===== src/rtl/apb_arb_pkg.sv =====
// Shared types for the APB master arbiter: FSM states, default bus widths, request record.
// Pure declarations, no logic or timing.
package apb_arb_pkg;

  localparam int APB_AW_DEF = 32;
  localparam int APB_DW_DEF = 32;

  typedef enum logic [1:0] {
    IDLE   = 2'd0,
    SETUP  = 2'd1,
    ACCESS = 2'd2
  } apb_state_e;

  typedef struct packed {
    logic                  write;
    logic [APB_AW_DEF-1:0] addr;
    logic [APB_DW_DEF-1:0] wdata;
  } apb_req_t;

endpackage


===== src/rtl/apb_rr_arbiter.sv =====
// Round-robin picker: grant is combinational from the request vector and the owned pointer.
// The pointer moves past the winner only when the caller strobes i_advance.
module apb_rr_arbiter #(
  parameter int NUM_REQ = 2
) (
  input  logic               clk,
  input  logic               rst,
  input  logic [NUM_REQ-1:0] i_req,
  input  logic               i_advance,
  output logic [NUM_REQ-1:0] o_grant,
  output logic               o_valid
);

  localparam int PW = $clog2(NUM_REQ);

  logic [PW-1:0] r_ptr;
  logic [PW-1:0] w_win_idx;
  int            w_cand;

  // Scan offsets from the far end so the lowest offset from r_ptr wins last.
  always_comb begin
    o_grant   = '0;
    o_valid   = 1'b0;
    w_win_idx = '0;
    w_cand    = 0;
    for (int k = NUM_REQ - 1; k >= 0; k--) begin
      w_cand = (int'(r_ptr) + k >= NUM_REQ) ? int'(r_ptr) + k - NUM_REQ : int'(r_ptr) + k;
      if (i_req[w_cand]) begin
        o_valid   = 1'b1;
        w_win_idx = w_cand[PW-1:0];
      end
    end
    if (o_valid) o_grant[w_win_idx] = 1'b1;
  end

  always_ff @(posedge clk) begin
    if (rst) begin
      r_ptr <= '0;
    end else if (i_advance && o_valid) begin
      r_ptr <= (w_win_idx == PW'(NUM_REQ - 1)) ? '0 : w_win_idx + 1'b1;
    end
  end

endmodule


===== src/rtl/apb_master_arbiter.sv =====
// Shares one APB3 master among NUM_REQ requesters; grant -> SETUP -> ACCESS, rsp 1 cycle after pready.
// Requesters hold until req_ready; APB_TIMEOUT_EN adds a TIMEOUT_CYC wait-state limit with error completion.
module apb_master_arbiter
  import apb_arb_pkg::*;
#(
  parameter int NUM_REQ     = 2,
  parameter int APB_AW      = APB_AW_DEF,
  parameter int APB_DW      = APB_DW_DEF,
  parameter int TIMEOUT_CYC = 256
) (
  input  logic                      clk,
  input  logic                      rst,
  input  logic [NUM_REQ-1:0]        req_valid,
  input  logic [NUM_REQ-1:0]        req_write,
  input  logic [NUM_REQ*APB_AW-1:0] req_addr,
  input  logic [NUM_REQ*APB_DW-1:0] req_wdata,
  output logic [NUM_REQ-1:0]        req_ready,
  output logic [NUM_REQ-1:0]        rsp_valid,
  output logic [APB_DW-1:0]         rsp_rdata,
  output logic                      rsp_err,
  output logic [APB_AW-1:0]         paddr,
  output logic                      psel,
  output logic                      penable,
  output logic                      pwrite,
  output logic [APB_DW-1:0]         pwdata,
  input  logic [APB_DW-1:0]         prdata,
  input  logic                      pready,
  input  logic                      pslverr
);

  typedef struct packed {
    logic              write;
    logic [APB_AW-1:0] addr;
    logic [APB_DW-1:0] wdata;
  } req_fields_t;

  if (NUM_REQ < 2 || NUM_REQ > 8 || TIMEOUT_CYC < 1) begin : g_bad_cfg
    $error("apb_master_arbiter: unsupported parameter set");
  end

  apb_state_e         r_state;
  logic [NUM_REQ-1:0] r_owner;
  logic [NUM_REQ-1:0] w_grant;
  logic               w_grant_vld;
  logic               w_accept;
  req_fields_t        w_sel;

`ifdef APB_TIMEOUT_EN
  localparam int TW = $clog2(TIMEOUT_CYC + 1);
  logic [TW-1:0] r_wait_cnt;
`endif

  assign w_accept  = (r_state == IDLE) && !rst && w_grant_vld;
  assign req_ready = w_accept ? w_grant : '0;

  apb_rr_arbiter #(
    .NUM_REQ (NUM_REQ)
  ) u_rr (
    .clk       (clk),
    .rst       (rst),
    .i_req     (req_valid),
    .i_advance (w_accept),
    .o_grant   (w_grant),
    .o_valid   (w_grant_vld)
  );

  // One-hot grant makes an OR-mux sufficient for field selection.
  always_comb begin
    w_sel = '0;
    for (int i = 0; i < NUM_REQ; i++) begin
      if (w_grant[i]) begin
        w_sel.write = w_sel.write | req_write[i];
        w_sel.addr  = w_sel.addr  | req_addr[i*APB_AW +: APB_AW];
        w_sel.wdata = w_sel.wdata | req_wdata[i*APB_DW +: APB_DW];
      end
    end
  end

  always_ff @(posedge clk) begin
    if (rst) begin
      r_state   <= IDLE;
      r_owner   <= '0;
      psel      <= 1'b0;
      penable   <= 1'b0;
      pwrite    <= 1'b0;
      paddr     <= '0;
      pwdata    <= '0;
      rsp_valid <= '0;
      rsp_rdata <= '0;
      rsp_err   <= 1'b0;
`ifdef APB_TIMEOUT_EN
      r_wait_cnt <= '0;
`endif
    end else begin
      rsp_valid <= '0;
      case (r_state)
        IDLE: begin
          if (w_grant_vld) begin
            r_state <= SETUP;
            r_owner <= w_grant;
            psel    <= 1'b1;
            penable <= 1'b0;
            pwrite  <= w_sel.write;
            paddr   <= w_sel.addr;
            pwdata  <= w_sel.wdata;
          end
        end
        SETUP: begin
          r_state <= ACCESS;
          penable <= 1'b1;
`ifdef APB_TIMEOUT_EN
          r_wait_cnt <= '0;
`endif
        end
        ACCESS: begin
          if (pready) begin
            r_state   <= IDLE;
            psel      <= 1'b0;
            penable   <= 1'b0;
            rsp_valid <= r_owner;
            rsp_rdata <= pwrite ? '0 : prdata;
            rsp_err   <= pslverr;
          end
`ifdef APB_TIMEOUT_EN
          // The stall that would bring the count to TIMEOUT_CYC ends the transfer.
          else if (r_wait_cnt == TW'(TIMEOUT_CYC - 1)) begin
            r_state   <= IDLE;
            psel      <= 1'b0;
            penable   <= 1'b0;
            rsp_valid <= r_owner;
            rsp_rdata <= '0;
            rsp_err   <= 1'b1;
          end else begin
            r_wait_cnt <= r_wait_cnt + 1'b1;
          end
`endif
        end
        default: r_state <= IDLE;
      endcase
    end
  end

endmodule


===== config.mk =====
export PLATFORM = sky130hd
export DESIGN_NAME = apb_master_arbiter
export DESIGN_NICKNAME = d
export VERILOG_FILES = /design/src/rtl/apb_arb_pkg.sv /design/src/rtl/apb_rr_arbiter.sv /design/src/rtl/apb_master_arbiter.sv
export SDC_FILE = /design/constraint.sdc
export NUM_CORES = 1
export LEC_CHECK = 0
export BUFFER_PORTS_ARGS = -buffer_cell sky130_fd_sc_hd__buf_4
export CAP_MARGIN = 20
export CORE_AREA = 2 2 105 107
export CTS_CLUSTER_DIAMETER = 100
export DETAILED_ROUTE_END_ITERATION = 7
export DIE_AREA = 0 0 107 109
export GPL_TIMING_DRIVEN = 0
export PLACE_DENSITY_LB_ADDON = 0.12
export SYNTH_ARGS = -nofsm -noshare
export SYNTH_HDL_FRONTEND = slang
export SYNTH_SLANG_ARGS = --single-unit
export TNS_END_PERCENT = 30

===== constraint.sdc =====
create_clock -name clk -period 1.7 [get_ports clk]
set_input_delay 0.17 -clock clk [delete_from_list [all_inputs] [get_ports clk]]
set_output_delay 0.17 -clock clk [all_outputs]
set_load 0.01 [all_outputs]

==> results.cfg <==
[clock_network]
cts-root-buf = clkbuf_8
clk_pin_slew_ns = 0.11
cts_buffers = 9
cts_buffer_depth = 2
clk-insertion-delay-late_ns = 0.37
tritoncts = yes
h-tree-depth = 3
cts_sinks = 107

[setup_path]
worst-path-max-fanout = 8
critPathCaptureType = output pin
worstSetupPathType = flip-flop to output pin
cp.required_ns = 1.53
critPathLaunchType = flip-flop
cp.arrival_ns = 1.45

[logic_synthesis]
synth_top_area_frac = 0.4816
synthCells = 460
ys_types = 32
synth_edf_count = 0
synthTopCellsByCount = dfxtp_1 (107), a21oi_1 (68), clkbuf_1 (46)
syn-cell-area_um2 = 4448
yosysMostFrequentCell = dfxtp_1
synth_top_cell_by_area = dfxtp_1
ys_seq_elements = 107
synth.avg_cell_area_um2 = 9.670
seq_area_frac_synth = 0.4816
ys_async_sr_fraction = 0
synth_fp_nets = 628
synthFlopType = dfxtp_1
yosys_warnings = 0
ys_top_cells_by_area = dfxtp_1 (48%), a21oi_1 (7.7%), a32oi_1 (6.7%), a22o_1 (6.3%), a311oi_1 (6.1%)

[placement]
port_buffers = 270
dpl.hpwl_um = 12090
pre_cts_ws_ns = -0.3380
dp.cells = 870
gp_congestion = 0.8473

[timing]
fin_skew_ns = 0.01533
hold_viol = 0
fin_ws_ns = 0.08049
rsz0062_at_grt = true
max_freq_mhz = 617.5
period_needed_ns = 1.620
setup_violations = 0
timing.final.crit_share = 0.9527
max_slew_margin = 0.5528
maxSlewViolCount = 0
holdWs_ns = 0.01401
setup_tns_ns = 0
worst_slew_pin_slew_ns = 0.6708

[routing]
wire_per_inst_um = 17.83
first_pass_iters = 5
vias = 5082
drc = 0
antenna_left = 0
dr.first_iter.drc_count = 346
wirelength_um = 16210
vias_per_cell = 5.591

[power_and_ir_drop]
total_power_uw = 6159
leakage_uw = 0.003079
power_density_nw_per_um2 = 859.9
peakVddDrop_v = 0.0004592

[floorplan]
die_h_um = 109
ios = 272
rows = 38
die_area_um2 = 11660
fp.dieW_um = 107
core_area_um2 = 10600
initial_core_util = 0.4195

[cells_and_area]
nFillCells = 883
instances_no_fill = 909
num_antenna_cells = 0
fin_nets = 933
syn2layout_area_growth_pct = 61.04
layout-drive-gt1-share = 0.4421

[run_status]
status = finished, final reports clean

[hold_path]
hold_class = primary input to flip-flop

[global_routing]
grt_use_total = 0.2667
gr-total-overflow = 0
grt_pass1_wl_um = 24600
grt_pass1_vias = 4974
grt_max_degree = 20
antenna_found_initial = 0

[flow_run]
drv_cap = 0
==> layout by cell type, fill, tap and decap left out, types with 3 or more instances in the layout <==
master         instances
a211oi_1              17
a211oi_2              18
a21oi_1               68
a22o_1                32
a311oi_1              31
a32oi_1               34
and2_1                 3
buf_2                  7
buf_4                273
buf_6                  5
clkbuf_1              36
clkbuf_2               9
clkbuf_8              10
dfxtp_1              105
dlygate4sd3_1         23
nand3_1               32
nor2_1                 3
o21ai_0               31
==> sequential cells by signal (all words and copies together), names as in the netlist <==
name / cells
paddr: 32
penable: 1
psel: 1
pwdata: 32
pwrite: 1
r_owner: 2
r_state: 2
rsp_err: 1
rsp_rdata: 32
rsp_valid: 2
u_rr.r_ptr: 1
==> what timing repair did <==
item                                   CTS  global route
setup endpoints to repair               55            51
hold buffers                            23             0
resized for setup                       16            19
pin swaps                                1             0
cloned                                   0             0
endpoints found under the hold margin   23             0
buffers inserted                         1             2
==> per-layer routing <==
metal / global-route usage / routed length, µm
met5: 0 / 0
met4: 0.1187 / 486
met3: 0.04662 / 1216
met2: 0.4627 / 8137
met1: 0.3247 / 6372
==> worst paths after layout <==
path,start,endpoint,slack [ns],cells after the start
min,prdata[19],rsp_rdata[19]$_SDFFE_PP0N_,0.01,2
max reg2reg,r_state[1]$_SDFFE_PP0P_,rsp_rdata[14]$_SDFFE_PP0N_,0.10,4
max,r_state[0]$_SDFFE_PP0P_,req_ready[1],0.08,5
min reg2reg,r_owner[1]$_SDFFE_PP0P_,rsp_valid[1]$_SDFF_PP0_,0.47,1
==> per-stage QoR <==
stage / cell area, µm² / util
after floorplan: 4448 / -
after global placement: 6650 / 0.6272
after detailed placement: 6650 / 0.6272
after CTS: 7111 / 0.6706
after global routing: 7163 / 0.6756
final: 7163 / 0.6756
==> cell type report <==
class | count | area (µm²) | area share
multi-input combinational | 288 | 2068 | 0.2887
inverter | 2 | 7.507 | 0.001048
timing repair buffer | 296 | 2280 | 0.3183
sequential | 107 | 2147 | 0.2997
buffer | 61 | 301.5 | 0.04210
clock inverter | 5 | 46.29 | 0.006463
clock buffer | 10 | 137.6 | 0.01921
tap | 140 | 175.2 | 0.02445
==> where the power goes <==
group / leakage, µW / switching [µW] / internal (µW)
combinational: 0.00210 / 883 / 898
sequential: 0.000881 / 142 / 2740
clock: 0.0000952 / 906 / 593
==> logic make-up after synthesis <==
| group | share of synthesized area |
|---|---|
| AOI/OAI and AO/OA | 0.3921 |
| and+or+nand+nor | 0.05935 |
| buffers and inverters | 0.06470 |
| DFF | 0.4816 |
| muxes | 0.002250 |
==> critical path: stages (launching register included) <==
cell	delay (ns)
dfxtp_4	0.37
nor2_4	0.12
buf_6	0.15
nand2_4	0.08
nor4_4	0.20
buf_4	0.16
Note: power is estimated with default switching activity, not from simulation.
